$ cat src/rtl/wb_decoder_fifo_if.sv
// Wishbone slave feeding an instruction FIFO to an external combinational decoder.
// The decoder result is read back as NRES 32-bit words; sticky flags report FIFO errors.
module wb_decoder_fifo_if #(
    parameter logic [31:0] BASE_ADDR  = 32'h3000_0000,
    parameter int          INSTR_W    = 8,
    parameter int          RESULT_W   = 66,
    parameter int          FIFO_DEPTH = 8
) (
    input  logic                wb_clk_i,
    input  logic                wb_rst_ni,
    input  logic                wbs_stb_i,
    input  logic                wbs_cyc_i,
    input  logic                wbs_we_i,
    input  logic [3:0]          wbs_sel_i,
    input  logic [31:0]         wbs_dat_i,
    input  logic [31:0]         wbs_adr_i,
    output logic                wbs_ack_o,
    output logic [31:0]         wbs_dat_o,
    output logic [INSTR_W-1:0]  head_instr_o,
    output logic                head_valid_o,
    input  logic                head_ready_i,
    input  logic [RESULT_W-1:0] result_i
);
    localparam int NRES = (RESULT_W + 31) / 32;
    localparam int AW = $clog2(FIFO_DEPTH);
    localparam int PW = AW + 1;
    localparam logic [29:0] NWORDS = 30'(3 + NRES);

    logic                ack_q, ack_d;
    logic [31:0]         dat_q, dat_d;
    logic [PW-1:0]       wr_ptr_q, wr_ptr_d, rd_ptr_q, rd_ptr_d;
    logic                ovf_q, ovf_d, unf_q, unf_d;
    logic [INSTR_W-1:0]  mem_q [FIFO_DEPTH];
    logic [INSTR_W-1:0]  mem_d [FIFO_DEPTH];

    logic [29:0]         word;
    logic                in_win, acc, wr_acc;
    logic [PW-1:0]       count;
    logic                empty, full;
    logic                push_req, ctrl_wr, flush, pop_bus, clr_err, hw_pop;
    logic                do_pop, do_push, ovf_set, unf_set;
    logic [32*NRES-1:0]  res_pad;
    logic [31:0]         rdata;

    // Word index relative to the window; addresses below BASE wrap to large values.
    assign word   = wbs_adr_i[31:2] - BASE_ADDR[31:2];
    assign in_win = (word < NWORDS);
    assign acc    = wbs_cyc_i & wbs_stb_i & in_win & ~ack_q;
    assign wr_acc = acc & wbs_we_i;

    assign count = wr_ptr_q - rd_ptr_q;
    assign empty = (count == '0);
    assign full  = (count == PW'(FIFO_DEPTH));

    assign head_valid_o = ~empty;
    assign head_instr_o = empty ? '0 : mem_q[rd_ptr_q[AW-1:0]];
    assign wbs_ack_o    = ack_q;
    assign wbs_dat_o    = dat_q;

    always_comb begin
        push_req = wr_acc & (word == 30'd0) & wbs_sel_i[0];
        ctrl_wr  = wr_acc & (word == 30'd1);
        pop_bus  = ctrl_wr & wbs_dat_i[0];
        flush    = ctrl_wr & wbs_dat_i[1];
        clr_err  = ctrl_wr & wbs_dat_i[2];
        hw_pop   = ~empty & head_ready_i;
        // Bus and hardware pop merge into a single removal; flush overrides both.
        do_pop   = (pop_bus | hw_pop) & ~empty & ~flush;
        do_push  = push_req & (~full | do_pop);
        ovf_set  = push_req & full & ~do_pop;
        unf_set  = pop_bus & empty & ~flush;
    end

    always_comb begin
        wr_ptr_d = wr_ptr_q;
        rd_ptr_d = rd_ptr_q;
        mem_d    = mem_q;
        if (flush) begin
            wr_ptr_d = '0;
            rd_ptr_d = '0;
        end else begin
            if (do_push) begin
                mem_d[wr_ptr_q[AW-1:0]] = wbs_dat_i[INSTR_W-1:0];
                wr_ptr_d = wr_ptr_q + 1'b1;
            end
            if (do_pop) begin
                rd_ptr_d = rd_ptr_q + 1'b1;
            end
        end
        ovf_d = (ovf_q & ~clr_err) | ovf_set;
        unf_d = (unf_q & ~clr_err) | unf_set;
    end

    always_comb begin
        res_pad = '0;
        res_pad[RESULT_W-1:0] = result_i;
        rdata = '0;
        if (word == 30'd0) begin
            rdata[INSTR_W-1:0] = head_instr_o;
        end else if (word == 30'd2) begin
            rdata[0]    = empty;
            rdata[1]    = full;
            rdata[2]    = ovf_q;
            rdata[3]    = unf_q;
            rdata[15:8] = 8'(count);
        end else begin
            for (int k = 0; k < NRES; k++) begin
                if (word == 30'(3 + k) && !empty) begin
                    rdata = res_pad[32*k +: 32];
                end
            end
        end
        ack_d = acc;
        dat_d = (acc & ~wbs_we_i) ? rdata : dat_q;
    end

    always_ff @(posedge wb_clk_i or negedge wb_rst_ni) begin
        if (!wb_rst_ni) begin
            ack_q    <= 1'b0;
            dat_q    <= '0;
            wr_ptr_q <= '0;
            rd_ptr_q <= '0;
            ovf_q    <= 1'b0;
            unf_q    <= 1'b0;
        end else begin
            ack_q    <= ack_d;
            dat_q    <= dat_d;
            wr_ptr_q <= wr_ptr_d;
            rd_ptr_q <= rd_ptr_d;
            ovf_q    <= ovf_d;
            unf_q    <= unf_d;
        end
    end

    // Storage is not reset; the head output is masked while the FIFO is empty.
    always_ff @(posedge wb_clk_i) begin
        mem_q <= mem_d;
    end
endmodule

$ cat config.mk
export PLATFORM = sky130hd
export DESIGN_NAME = wb_decoder_fifo_if
export DESIGN_NICKNAME = d
export VERILOG_FILES = /design/src/rtl/wb_decoder_fifo_if.sv
export SDC_FILE = /design/constraint.sdc
export NUM_CORES = 1
export LEC_CHECK = 0
export CORE_ASPECT_RATIO = 1.2
export CORE_MARGIN = 5
export CORE_UTILIZATION = 40
export DETAILED_ROUTE_END_ITERATION = 6
export PLACE_DENSITY = 0.73
export SYNTH_ARGS = -nofsm -noshare
export SYNTH_HDL_FRONTEND = slang
export SYNTH_SLANG_ARGS = --single-unit
export TNS_END_PERCENT = 10
$ cat constraint.sdc
create_clock -name wb_clk_i -period 4.04 [get_ports wb_clk_i]
set_input_delay 1.212 -clock wb_clk_i [delete_from_list [all_inputs] [get_ports wb_clk_i]]
set_output_delay 1.212 -clock wb_clk_i [all_outputs]
set_load 0.05 [all_outputs]
==> reports/metrics.cfg, run 1 <==
[run_status]
outcome = finished, final reports clean

[synth]
synth-main-ff-cell = edfxtp_1
syn_area_sq_um = 5190
yosysUniqueCellTypes = 64
synth_nets = 555
synth_edf_count = 64
syn_inst = 409
synth_seq_cells = 107
ys_warn_count = 0
synth.avg_cell_area_sq_um = 12.7
synth_seq_area_share_pct = 57.7
async_flop_share_pct = 40.2

[cts]
holdBufCountCts = 0
cts.sinks = 107
cts_buffers = 9
htreeDepth = 3
clk_latency_ns = 0.35
clockRootBuffer = clkbuf_16
clkSlewWorstSetupHoldPaths_ns = 0.07
cts_buffer_depth = 2
cts_tree = yes

[layout]
finish.instance_area_sq_um = 7260
drive_gt1_share_pct = 16.7
num-fill-cells = 1066
syn_to_final_growth_pct = 39.8
fin_cells = 738
layout.cells.most_common = clkdlybuf4s50_1
final_cell_mix = 142 x clkdlybuf4s50_1, 64 x edfxtp_1, 49 x nand2_1, 43 x dfrtp_1, 34 x buf_4
nets = 715
diodes = 0

[worst_setup_path]
cp.arrival_ns = 2.74
end_kind = output pin
cp.required_ns = 2.83
critPathLaunchType = register
worst-path-max-fanout = 12
worstSetupPathType = register to output pin

[die]
start_util_pct = 40.8
ioPinCount = 182
fp.dieW_microns = 114
die_area_sq_um = 15400
die_h_microns = 135
rows = 45
design.core.area_sq_um = 12700

[placed_design]
dp_hpwl_microns = 11200
dp.cells = 721
port_buffers = 152
gp_congestion = 0.854
placed_area_sq_um = 6960

[route]
viasPerCell = 5.64
drt_iter0_drc = 287
via_count = 4161
wirelength_microns = 14900
routedWlPerCell_microns = 20.2
drcViolationCount = 0
first_pass_iters = 4
antenna_left = 0

[min_path]
hold_path.class = register to register

[sta]
fmax_mhz = 253
setup-violations-final = 0
finalCriticalPeriod_ns = 3.95
finClkSkew_ns = 0.00713
rsz0062_at_grt = yes
tightest_slew_ns = 0.995
holdWs_ns = 0.477
setup_tns_ns = 0
slew_viol_final = 0
hold_viol_final = 0
fin_crit_sh_pct = 97.8
relSlewSlack_pct = 33.7

[global_routing]
grt_pass1_wl_microns = 23000
overflow = 0
grt.total_usage_pct = 19.3
grt_max_degree = 44
antenna_found_initial = 0
first_global_vias = 4295

[flow_run]
maxCapViolations = 0

[pwr]
cellLeakagePower_nw = 2.63
ir_worst_vdd_mv = 0.299
powerDensity_nw_per_um2 = 471

==> power breakdown <==
| group | total [mW] | switching, mW | internal (mW) |
|---|---|---|---|
| Sequential | 1.19 | 0.0141 | 1.18 |
| Clock | 0.841 | 0.411 | 0.430 |
| Combinational | 1.39 | 0.851 | 0.535 |
==> registers in the layout, indices dropped and copies added, names as in the netlist <==
| signal | flops |
|---|---|
| rd_ptr_q | 4 |
| wbs_dat_o | 32 |
| mem_q | 64 |
| unf_q | 1 |
| ovf_q | 1 |
| wr_ptr_q | 4 |
| wbs_ack_o | 1 |
==> through the flow <==
stage | setup slack (ns) | total power [mW] | util [%]
3_3_place_gp | 0.325 | 2.56 | 54.7
3_5_place_dp | 0.335 | 2.58 | 54.7
6_report | 0.0879 | 3.42 | 57.1
4_1_cts | 0.0634 | 3.43 | 56.9
5_1_grt | -0.00782 | 3.58 | 57.1
2_1_floorplan | -0.258 | 2.09 | -
==> per-layer routing <==
layer,global-route usage [%],routed length [microns],part of all wire [%],vias to the layer above
met5,0,0,0,-
met4,6.34,335,2.3,0
met3,4.84,1220,8.2,21
met2,34.6,7720,52,178
met1,22.4,5610,38,2021
li1,-,-,-,1941
==> final cells by class <==
type	count	area [sq um]	area share, %
Clock buffer	9	225	3.10
Inverter	7	26.3	0.362
Clock inverter	7	58.8	0.810
Timing Repair Buffer	178	1700	23.4
Sequential cell	107	3000	41.3
Multi-Input combinational cell	266	2050	28.2
Tap cell	164	205	2.83
==> critical path: stages (launching register included) <==
cell     delay (ns)
dfrtp_1        0.59
ha_1           0.31
and3b_1        0.18
or3_4          0.48
a32oi_1        0.53
buf_4          0.30
==> path summary, 6_finish.rpt <==
check / startpoint / slack, ns / cells past startpoint / end
worst max-delay path: wr_ptr_q[1] / 0.09 / 5 / head_instr_o[2]
worst min-delay path: wbs_dat_o[31] / 0.48 / 2 / wbs_dat_o[31]
worst max register to register: wr_ptr_q[1] / 1.16 / 7 / wbs_dat_o[13]
worst min register to register: wbs_dat_o[31] / 0.48 / 2 / wbs_dat_o[31]
max in group asynchronous: wb_rst_ni / 2.39 / 1 / unf_q
min in group asynchronous: wb_rst_ni / 1.03 / 1 / wbs_dat_o[14]
==> synth_stat cells (all sizes together) (3+ instances only) <==
cell,n,area (sq um)
buf,10,67.6
a31oi,5,31.3
inv,7,26.3
nor3,6,30.0
and4,3,26.3
edfxtp,64,1920
a22oi,30,225
ha,5,62.6
nor4b,3,26.3
mux2i,7,70.1
nand4,6,52.6
nor2,9,33.8
clkbuf,19,71.3
o211ai,5,37.5
o21ai,28,178
mux4,16,360
a32oi,7,61.3
and3,7,48.8
or3,4,30.0
a21o,3,22.5
a21oi,12,63.8
nor4,12,109
nand2,49,184
nand3,17,85.1
dfrtp,43,1080
a211oi,3,22.5
==> cells by family after synthesis <==
logic type	share of synthesized area [%]
AND/OR/NAND/NOR	14.5
adder cells (fa/ha/maj)	1.59
flip-flops	57.7
AO/OA/AOI/OAI	14.4
multiplexers	8.29
XOR/XNOR	0.337
buffers and inverters	3.18
==> repair_timing <==
action / 4_1_cts / 5_1_grt
pin swaps: 0 / 1
setup buffers: 0 / 1
gates cloned: 0 / 0
resized for setup: 1 / 1
hold endpoints to repair: 0 / 0
setup endpoints to repair: 1 / 2
Power figures use the tool's default switching activity.
==> inputs of run 2 (changes only) <==
--- a/config.mk
+++ b/config.mk
@@ -5,11 +5,13 @@
 export SDC_FILE = /design/constraint.sdc
 export NUM_CORES = 1
 export LEC_CHECK = 0
+export CAP_MARGIN = 20
 export CORE_ASPECT_RATIO = 1.2
 export CORE_MARGIN = 5
 export CORE_UTILIZATION = 40
 export DETAILED_ROUTE_END_ITERATION = 6
-export PLACE_DENSITY = 0.73
+export DONT_BUFFER_PORTS = 1
+export PLACE_DENSITY = 0.52
 export SYNTH_ARGS = -nofsm -noshare
 export SYNTH_HDL_FRONTEND = slang
 export SYNTH_SLANG_ARGS = --single-unit
==> constraint.sdc (replaced) <==
create_clock -name wb_clk_i -period 4.35 [get_ports wb_clk_i]
set_input_delay 1.305 -clock wb_clk_i [delete_from_list [all_inputs] [get_ports wb_clk_i]]
set_output_delay 1.305 -clock wb_clk_i [all_outputs]
set_load 0.05 [all_outputs]
==> reports/metrics.cfg, run 2 (synthesis gave the netlist of run 1 again) <==
[run_status]
outcome = finished, final reports clean  ; unchanged

[cts]
cts_resized = 0  ; was 1
post_cts_buffers = 0  ; unchanged
clkSlewWorstSetupHoldPaths_ns = 0.08  ; was 0.07 ns
clk_latency_ns = 0.35  ; about the same
holdBufCountCts = 0  ; unchanged
clockRootBuffer = clkbuf_16  ; unchanged
cts_buffers = 9  ; unchanged
htreeDepth = 3  ; unchanged
cts_tree = yes  ; unchanged
cts.sinks = 107  ; unchanged
cts_buffer_depth = 2  ; unchanged

[placed_design]
port_buffers = 0  ; was 152
place_ws_ns = 0.513  ; was 0.335 ns
gp_congestion = 0.824  ; was 0.854
dp_hpwl_microns = 10100  ; was 11200 microns

[sta]
finalCriticalPeriod_ns = 4.11
holdWs_ns = 0.505  ; was 0.477 ns
finClkSkew_ns = 0.00860  ; was 0.00713 ns
setup-violations-final = 0  ; unchanged
fmax_mhz = 244
worst_slack_ns = 0.244  ; was 0.0879 ns
slew_viol_final = 0  ; unchanged
hold_viol_final = 0  ; unchanged
rsz0062_at_grt = no  ; was yes
tightest_slew_ns = 0.650  ; was 0.995 ns
relSlewSlack_pct = 56.3  ; was 33.7%
fin_crit_sh_pct = 94.4

[min_path]
hold_end = unf_q  ; was wbs_dat_o[31]
hold_path.class = register to register  ; unchanged
min-delay-start = unf_q  ; was wbs_dat_o[31]
holdPathStages = 1  ; was 2

[worst_setup_path]
critPathLaunchType = register  ; unchanged
timing.rr.start = wr_ptr_q[0]  ; was wr_ptr_q[1]
cp.arrival_ns = 2.80  ; was 2.74 ns
worst-path-max-fanout = 14  ; was 12
worstSetupPathType = register to output pin  ; unchanged
rr_endpoint = wbs_dat_o[25]  ; was wbs_dat_o[13]
r2r_setup_slack_ns = 1.04  ; was 1.16 ns
end_kind = output pin  ; unchanged
r2r_cells = 10  ; was 7
cp.required_ns = 3.04  ; was 2.83 ns

[layout]
final_cell_mix = 64 x edfxtp_1, 49 x nand2_1, 43 x dfrtp_1, 30 x a22oi_1, 26 x buf_4  ; was 142 x clkdlybuf4s50_1, 64 x edfxtp_1, 49 x nand2_1, 43 x dfrtp_1, 34 x buf_4
syn_to_final_growth_pct = 11.6  ; was 39.8%
nets = 563  ; was 715
num-fill-cells = 1165  ; was 1066
drive_gt1_share_pct = 20.4  ; was 16.7%
largest_register_ffs = 64  ; unchanged
diodes = 0  ; unchanged
regMostFlops = mem_q  ; unchanged
layout.cells.most_common = edfxtp_1  ; was clkdlybuf4s50_1

[route]
drcViolationCount = 0  ; unchanged
viasPerCell = 6.08  ; was 5.64
antenna_left = 0  ; unchanged
first_pass_iters = 5  ; was 4
routedWlPerCell_microns = 23.5  ; was 20.2 microns
top_layer = met4  ; unchanged
via_count = 3561  ; was 4161
drt_iter0_drc = 229  ; was 287
wl_met3_microns = 979  ; was 1220 microns
dr_wl_met2_microns = 6970  ; was 7720 microns
wirelength_microns = 13800  ; was 14900 microns
wl_met1_microns = 5600  ; was 5610 microns

[die]
fp.dieW_microns = 114  ; unchanged
start_util_pct = 40.8  ; unchanged
die_area_sq_um = 15400  ; unchanged
ioPinCount = 182  ; unchanged
die_h_microns = 135  ; unchanged
design.core.area_sq_um = 12700  ; unchanged
rows = 45  ; unchanged

[global_routing]
antenna_found_initial = 0  ; unchanged
grt_max_degree = 44  ; unchanged
grt.total_usage_pct = 17.7  ; was 19.3%
first_global_vias = 3628  ; was 4295
grt_pass1_wl_microns = 20800  ; was 23000 microns
overflow = 0  ; unchanged

[pwr]
combPwrFrac_pct = 35.7  ; was 40.5%
powerDensity_nw_per_um2 = 534  ; was 471 nW/um^2
internal_power_mw = 1.95  ; was 2.15 mW
seqPwrFrac_pct = 35.8  ; was 34.9%
ir_worst_vdd_mv = 0.322  ; was 0.299 mV
clockPowerShare_pct = 28.5  ; was 24.6%
p_sw_mw = 1.15  ; was 1.28 mW
cellLeakagePower_nw = 2.05  ; was 2.63 nW
finalPower_mw = 3.10  ; was 3.42 mW
netSwitchingFraction_pct = 37.0  ; was 37.3%

[flow_run]
maxCapViolations = 0  ; unchanged

==> run 2: cell types whose count changed in the layout (fill, tap and decap cells not counted), moves of 2 or more <==
| cell | previous run | this run |
|---|---|---|
| clkdlybuf4s50_1 | 142 | 0 |
| inv_8 | 3 | 1 |
| buf_4 | 34 | 26 |
| clkinv_8 | 0 | 3 |
==> run 2: area by class of cell <==
class                      instances  area [sq um]  area share [%]
timing repair buffer              26           195            3.37
clock buffer                       9           225            3.89
inverter                           7          26.3           0.453
sequential                       107          3000            51.7
multi-input combinational        266          2040            35.2
clock inverter                     7           108            1.86
tap                              164           205            3.54
==> run 2: power groups by stage <==
stage / sequential [mW] / clock, mW / combinational [mW]
after floorplan: 1.13 / 0 / 0.818
after global placement: 1.13 / 0 / 1.11
after detailed placement: 1.13 / 0 / 1.12
after CTS: 1.11 / 0.904 / 1.12
after global routing: 1.11 / 0.949 / 1.18
final: 1.11 / 0.883 / 1.11
==> run 2: worst max-delay path, cell delays in order (launching register included) <==
cell     delay [ns]
dfrtp_1        0.49
inv_1          0.14
ha_1           0.17
inv_1          0.05
fa_1           0.37
xnor2_1        0.24
and3b_2        0.35
and3_4         0.33
nor2_1         0.10
buf_4          0.21
==> run 2: how the worst max path moves through the flow <==
stage	startpoint	endpoint	cells past startpoint
after floorplan	rd_ptr_q[1]	head_instr_o[4]	8
after global placement	wr_ptr_q[0]	head_instr_o[1]	9
after detailed placement	wr_ptr_q[0]	head_valid_o	8
after CTS	wr_ptr_q[0]	head_valid_o	8
after global routing	wr_ptr_q[0]	head_instr_o[0]	9
final	wr_ptr_q[0]	head_instr_o[0]	9
==> run 2: stage by stage <==
stage,instance area (sq um),instances,setup TNS [ns],utilization [%]
final,5800,586,0,45.5
after global routing,5800,586,0,45.5
after CTS,5790,586,0,45.5
after detailed placement,5460,570,0,42.9
after global placement,5460,570,0,42.9
after floorplan,5190,409,-0.269,-
==> run 2: routing by layer <==
| layer | vias to the layer above | GRT usage [%] |
|---|---|---|
| li1 | 1636 | - |
| met3 | 15 | 3.45 |
| met5 | - | 0 |
| met1 | 1773 | 22.5 |
| met2 | 137 | 30.3 |
| met4 | 0 | 5.87 |
